## config.mk

```make
export PLATFORM = sky130hd
export DESIGN_NAME = mc_cr_seq_ctrl
export DESIGN_NICKNAME = d
export VERILOG_FILES = /design/src/rtl/mc_cr_pkg.sv /design/src/rtl/mc_idx_counter.sv /design/src/rtl/mc_cr_seq_ctrl.sv
export SDC_FILE = /design/constraint.sdc
export NUM_CORES = 1
export LEC_CHECK = 0
export CORE_UTILIZATION = 40
export DETAILED_ROUTE_END_ITERATION = 16
export PLACE_DENSITY = 0.65
export RECOVER_POWER = 100
export SYNTH_ARGS = -nofsm -noshare
export SYNTH_HDL_FRONTEND = slang
export SYNTH_SLANG_ARGS = --single-unit
```

## constraint.sdc

```tcl
create_clock -name clk -period 1.7 [get_ports clk]
set_input_delay 0.34 -clock clk [delete_from_list [all_inputs] [get_ports clk]]
set_output_delay 0.34 -clock clk [all_outputs]
set_load 0.005 [all_outputs]
```

## src/rtl/mc_cr_pkg.sv

```systemverilog
// mc_cr_pkg: shared FSM state encoding, default macroblock geometry and index-width helper
package mc_cr_pkg;
    typedef enum logic [1:0] {
        ST_ACCEPT = 2'd0,
        ST_WAIT   = 2'd1,
        ST_OUTPUT = 2'd2,
        ST_DONE   = 2'd3
    } mc_state_e;
    localparam int MC_CR_NUM_CH = 2;
    localparam int MC_CR_BLKS   = 4;
    localparam int MC_CR_ROWS   = 4;
    localparam int MC_CR_LAT    = 3;
    function automatic int idx_w(input int n);
        return (n > 1) ? $clog2(n) : 1;
    endfunction
endpackage

```

## src/rtl/mc_idx_counter.sv

```systemverilog
// mc_idx_counter: nested row/blk/ch counter for one macroblock walk
//   clk, reset (sync, active-low), clr_i (sync clear), adv_i (step one row)
//   row_o/blk_o/ch_o current indices, last_o high when all three sit at their final value
module mc_idx_counter import mc_cr_pkg::*; #(
    parameter int NUM_CH       = MC_CR_NUM_CH,
    parameter int BLKS_PER_CH  = MC_CR_BLKS,
    parameter int ROWS_PER_BLK = MC_CR_ROWS
) (
    input  logic                             clk,
    input  logic                             reset,
    input  logic                             clr_i,
    input  logic                             adv_i,
    output logic [idx_w(ROWS_PER_BLK)-1:0]   row_o,
    output logic [idx_w(BLKS_PER_CH)-1:0]    blk_o,
    output logic [idx_w(NUM_CH)-1:0]         ch_o,
    output logic                             last_o
);
    localparam int RW = idx_w(ROWS_PER_BLK);
    localparam int BW = idx_w(BLKS_PER_CH);
    localparam int CW = idx_w(NUM_CH);
    logic [RW-1:0] row_q;
    logic [BW-1:0] blk_q;
    logic [CW-1:0] ch_q;
    logic row_last, blk_last, ch_last;
    assign row_last = row_q == RW'(ROWS_PER_BLK - 1);
    assign blk_last = blk_q == BW'(BLKS_PER_CH - 1);
    assign ch_last  = ch_q == CW'(NUM_CH - 1);
    assign last_o   = row_last && blk_last && ch_last;
    // wrapping at each level returns everything to 0 after the final row
    always_ff @(posedge clk) begin
        if (!reset || clr_i) begin
            row_q <= '0;
            blk_q <= '0;
            ch_q  <= '0;
        end else if (adv_i) begin
            row_q <= row_last ? '0 : row_q + 1'b1;
            if (row_last) begin
                blk_q <= blk_last ? '0 : blk_q + 1'b1;
                if (blk_last) ch_q <= ch_last ? '0 : ch_q + 1'b1;
            end
        end
    end
    assign row_o = row_q;
    assign blk_o = blk_q;
    assign ch_o  = ch_q;
endmodule

```

## src/rtl/mc_cr_seq_ctrl.sv

```systemverilog
// mc_cr_seq_ctrl: chroma MC row sequencer (accept row, wait datapath latency, deliver row)
//   clk, reset (sync, active-low), flush (sync abort to ACCEPT)
//   src_valid/src_ready upstream handshake, dst_valid/dst_ready downstream handshake
//   dp_load capture pulse, dp_busy datapath pending, row/blk/ch_idx position, mb_done end pulse
module mc_cr_seq_ctrl import mc_cr_pkg::*; #(
    parameter int NUM_CH       = MC_CR_NUM_CH,
    parameter int BLKS_PER_CH  = MC_CR_BLKS,
    parameter int ROWS_PER_BLK = MC_CR_ROWS,
    parameter int PIPE_LAT     = MC_CR_LAT
) (
    input  logic                             clk,
    input  logic                             reset,
    input  logic                             flush,
    input  logic                             src_valid,
    output logic                             src_ready,
    output logic                             dst_valid,
    input  logic                             dst_ready,
    output logic                             dp_load,
    output logic                             dp_busy,
    output logic [idx_w(ROWS_PER_BLK)-1:0]   row_idx,
    output logic [idx_w(BLKS_PER_CH)-1:0]    blk_idx,
    output logic [idx_w(NUM_CH)-1:0]         ch_idx,
    output logic                             mb_done
);
    localparam logic [3:0] LAT_INIT = 4'((PIPE_LAT > 0) ? PIPE_LAT - 1 : 0);
    mc_state_e  state_q, state_d;
    logic [3:0] lat_q, lat_d;
    logic       src_ready_q, dst_valid_q, dp_busy_q, mb_done_q;
    logic       last, adv;
    // flush suppresses both handshakes in the cycle it is asserted
    assign dp_load = src_valid && src_ready_q && !flush;
    assign adv     = dst_valid_q && dst_ready && !flush;
    always_comb begin
        state_d = state_q;
        lat_d   = lat_q;
        if (flush) begin
            state_d = ST_ACCEPT;
            lat_d   = '0;
        end else begin
            case (state_q)
                ST_ACCEPT: if (dp_load) begin
                    state_d = (PIPE_LAT > 0) ? ST_WAIT : ST_OUTPUT;
                    lat_d   = LAT_INIT;
                end
                ST_WAIT: begin
                    state_d = (lat_q == '0) ? ST_OUTPUT : ST_WAIT;
                    lat_d   = (lat_q == '0) ? '0 : lat_q - 1'b1;
                end
                ST_OUTPUT: if (adv) state_d = last ? ST_DONE : ST_ACCEPT;
                default: state_d = ST_ACCEPT;
            endcase
        end
    end
    // Moore outputs are registered from the next state so they align with state_q
    always_ff @(posedge clk) begin
        if (!reset) begin
            state_q     <= ST_ACCEPT;
            lat_q       <= '0;
            src_ready_q <= 1'b0;
            dst_valid_q <= 1'b0;
            dp_busy_q   <= 1'b0;
            mb_done_q   <= 1'b0;
        end else begin
            state_q     <= state_d;
            lat_q       <= lat_d;
            src_ready_q <= state_d == ST_ACCEPT;
            dst_valid_q <= state_d == ST_OUTPUT;
            dp_busy_q   <= state_d == ST_WAIT;
            mb_done_q   <= state_d == ST_DONE;
        end
    end
    mc_idx_counter #(
        .NUM_CH(NUM_CH),
        .BLKS_PER_CH(BLKS_PER_CH),
        .ROWS_PER_BLK(ROWS_PER_BLK)
    ) u_idx (
        .clk(clk),
        .reset(reset),
        .clr_i(flush),
        .adv_i(adv),
        .row_o(row_idx),
        .blk_o(blk_idx),
        .ch_o(ch_idx),
        .last_o(last)
    );
    assign src_ready = src_ready_q;
    assign dst_valid = dst_valid_q;
    assign dp_busy   = dp_busy_q;
    assign mb_done   = mb_done_q;
endmodule

```

==> summary by stage <==
Min path
The beginning of the worst hold path is lat_q[3]. The hold path endpoint is lat_q[3]. The path class of the lowest-slack min-delay path is reg -> reg.

The worst hold path was traced through 2 stages.

Global route
The global-route congestion overflow total is 0. The first global-routing pass estimated between 2000 and 2500 um of wire. The maximum number of pins on one net before global-route repair is 9. The via count of the first global-routing pass was between 500 and 600. The number of antenna violations at the first check in global routing is 0. The global router's overall resource usage is 0.181.

Setup path
The cell with the biggest individual delay on the critical path is clkdlybuf4s50_1. STA classifies the critical path endpoint as an output port. Broken down by cell family, the worst path's largest delay share belongs to buffers and inverters.

In this design, the stage delay of the slowest critical-path cell is between 0.4 and 0.5 ns. The source of the worst register-to-register timing path is lat_q[0]. The buffering stage count on the worst path with inverters included is 2. For the worst setup path, the data arrival time is about 1.3 ns. The data required time of the worst path is roughly 1.4 ns. STA classifies the critical path startpoint as an input port. Of all nets on the critical path, the largest fanout is 2. The number of cells on the worst reg-to-reg path is 4.

The worst setup path is of the in -> out kind. The signal on the critical path passes through clkdlybuf4s50_1, and3b_1, dlygate4sd2_1. The worst register-to-register path ends at dp_busy.

Setup slack on the worst reg-to-reg path comes out at 0.1 ns.

Flow run
The count of max-cap constraint violations is 0.

Place
Summing all placed instances gives a cell area of 936 um^2. Before CTS, the worst setup slack after placement is -0.157 ns. The congestion estimate from routability-driven global placement came to ~0.8. The port buffer count is 14. The placed wire-length estimate is between 1000 and 1500 um.

Yosys
The cell taking the most area after synthesis is dfxtp_1. After synthesis, the cell types taking the most area are dfxtp_1 44%, a21oi_1 4.4%, nand2_1 4.4%. Of the total synthesized cell area, the portion taken by full adders, half adders and majority gates is 0.0363. By count the netlist is led by 15 x dfxtp_1, 8 x nand2_1, 7 x nor2_1. After synthesis, the mean cell area works out to around 9.2 um^2. The xor-xnor portion of the synthesized cell area is 0.0254. The synthesized instance count is 75. Of the total synthesized cell area, the portion taken by AND, OR, NAND and NOR gates is 0.323.

The most common flop cell mapped by yosys is dfxtp_1. The flip-flop and latch count after synthesis is 15. The largest family of logic cells by synthesized area is simple AND/OR/NAND/NOR gates. The total of warnings raised by yosys is 0. The number of nets in the synthesized netlist is 82.

The area fraction in compound gates after synthesis came to 0.169. Of the post-synthesis cell area, the dominant cell type holds 0.436. The fraction of registers with async set or reset after synthesis is 0. The sequential fraction of the synthesis area is 0.436. In this run the cell area of the synthesized design comes to around 700 um^2.

The mux contribution to synthesized area is 0. Yosys instantiated no cell more often than dfxtp_1. After synthesis, the netlist uses 30 different library cells.

The number of enable flip-flop cells after synthesis is 0.

Drt
The routed layout has between 600 and 700 vias. In the routed layout, each cell is associated on average with a via count of between 5 and 6. The total wire length after detailed routing is 1440 um.

The count of nets left with antenna violations after detail routing is 0. The first detailed-routing pass ran for 10 iterations. The first routing iteration left 16 violations. The routed length per placed instance is between 10 and 15 um. The DRC violation count after routing is 2.

STA
In the finished design, the share of the clock period the worst path needs comes to 0.944. The final worst setup slack is approximately 0.095 ns. Setup repair after global routing left no endpoint under its margin. Static timing analysis puts the maximum clock frequency at ~0.62 GHz.

The final setup violation count is 0. The transition time at the pin with the least slew margin is 0.247 ns. Headroom to the max-slew limit came out at 0.835. The clock skew after layout is 0.00982 ns.

The final-report hold violation count was 0. The max-slew violation total from the final report is 0. After layout, the minimum clock period comes to around 1.6 ns. The worst hold margin is around 0.47 ns.

Floorplanning
The vertical extent of the die is between 40 and 50 um. For this configuration, the core starts out at a cell density of 0.442. The die area is approximately 1900 um^2.

The count of pins on the block boundary is 15. Row generation in the floorplan step produced 14 rows. The region available for standard cell placement spans 1560 um^2. The horizontal extent of the die is between 40 and 50 um.

Power
For this design the static power due to leakage is 0.409 nW. Dividing total power by cell area gives a power density of about 650 nW/um^2. The largest vdd supply drop is 0.000386 V. Power comes to a little over 0.6 mW.

Final layout
The number of nets in the layout is 112. The final instance area is roughly 940 um^2. The area overhead of the layout relative to synthesis is 36.8%.

Counting the fill cells in the layout gives around 150. The number of antenna diodes in the final layout is 0. The proportion of layout cells with a drive suffix above 1 is 0.163.

The post-layout utilization of the core is 0.605.

Clock network
The number of buffers between clock root and the deepest sink is 2. The CTS buffer count is 3. The number of H-tree branching levels is 1. The clock drives 15 sinks. The CTS tree is done. The clock latency of the later-clocked register in the worst-skew pair is 0.29 ns. The clock slew seen by the registers of the worst setup and hold paths is 0.09 ns. The tree is rooted in a clkbuf_4.

Status
The run finished, with violations left. The checks that failed: DRC.
-- how the worst max path moves through the flow --
stage	start	to	slack (ns)	depth (start not counted)
floorplan	lat_q[0]	dp_busy	0.20	4
global placement	flush	dp_load	-0.15	3
detailed placement	flush	dp_load	-0.16	3
CTS	flush	dp_load	0.08	3
global route	lat_q[0]	dst_valid	0.03	4
finish	flush	dp_load	0.1	3
-- what timing repair did --
item / CTS / global route
endpoints found under the hold margin: 0 / 0
setup buffers: 0 / 0
resized for setup: 1 / 0
hold buffers: 0 / 0
endpoints found under the setup margin: 1 / 0
-- per-layer routing --
| layer | GRT usage | part of all wire |
|---|---|---|
| met1 | 0.230 | 0.50 |
| met2 | 0.282 | 0.43 |
| met3 | 0.0625 | 0.048 |
| met4 | 0.0750 | 0.013 |
| met5 | 0 | 0 |
-- state kept, by name (all words and copies together), names as in the netlist --
signal / count
dp_busy: 1
dst_valid: 1
lat_q: 4
mb_done: 1
src_ready: 1
state_q: 2
u_idx.blk_o: 2
u_idx.ch_o: 1
u_idx.row_o: 2
-- kinds of logic after synthesis --
logic type | after synthesis
AOI/OAI and AO/OA | 16
xor gates and xnor gates | 2
adders and majority gates | 2
buffers and inverters | 2
DFF | 15
and+or+nand+nor | 38
-- placed cells by master (no fill, tap or decap), drive strengths merged, types with 2 or more instances in the layout --
cell type and count:
dfxtp 15, and3b 3, nor2 7, nand2 8, buf 7, o21ai 3, nand3 5, nor3b 2
clkdlybuf4s50 4, and3 2, clkbuf 9, a31oi 3, nand2b 3, ha 2, dlygate4sd3 9, a21oi 6
xor2 2
-- through the flow --
stage               setup TNS [ns]  std cells
floorplan                        0         75
global placement            -0.456        116
detailed placement          -0.530        116
CTS                              0        120
global route                     0        120
finish                           0        120
-- area by class of cell --
type | count | area [um^2] | share of cell area
clock buffer | 4 | 26.3 | 0.0279
sequential | 15 | 300 | 0.318
inverter | 1 | 3.75 | 0.00398
timing repair buffer | 26 | 218 | 0.231
tap | 16 | 20.0 | 0.0212
multi-input combinational | 58 | 375 | 0.398
-- worst min-delay path: stages, from the launching register on --
cell	delay (ns)
dfxtp_1	0.33
o21ai_0	0.07
nor2_1	0.04
-- where the power goes --
part / switching [mW] / leakage [nW] / internal, mW
clock: 0.112 / 0.0150 / 0.0912
combinational: 0.0230 / 0.272 / 0.0316
sequential: 0.00285 / 0.121 / 0.355
(Power assumes the default switching activity.)
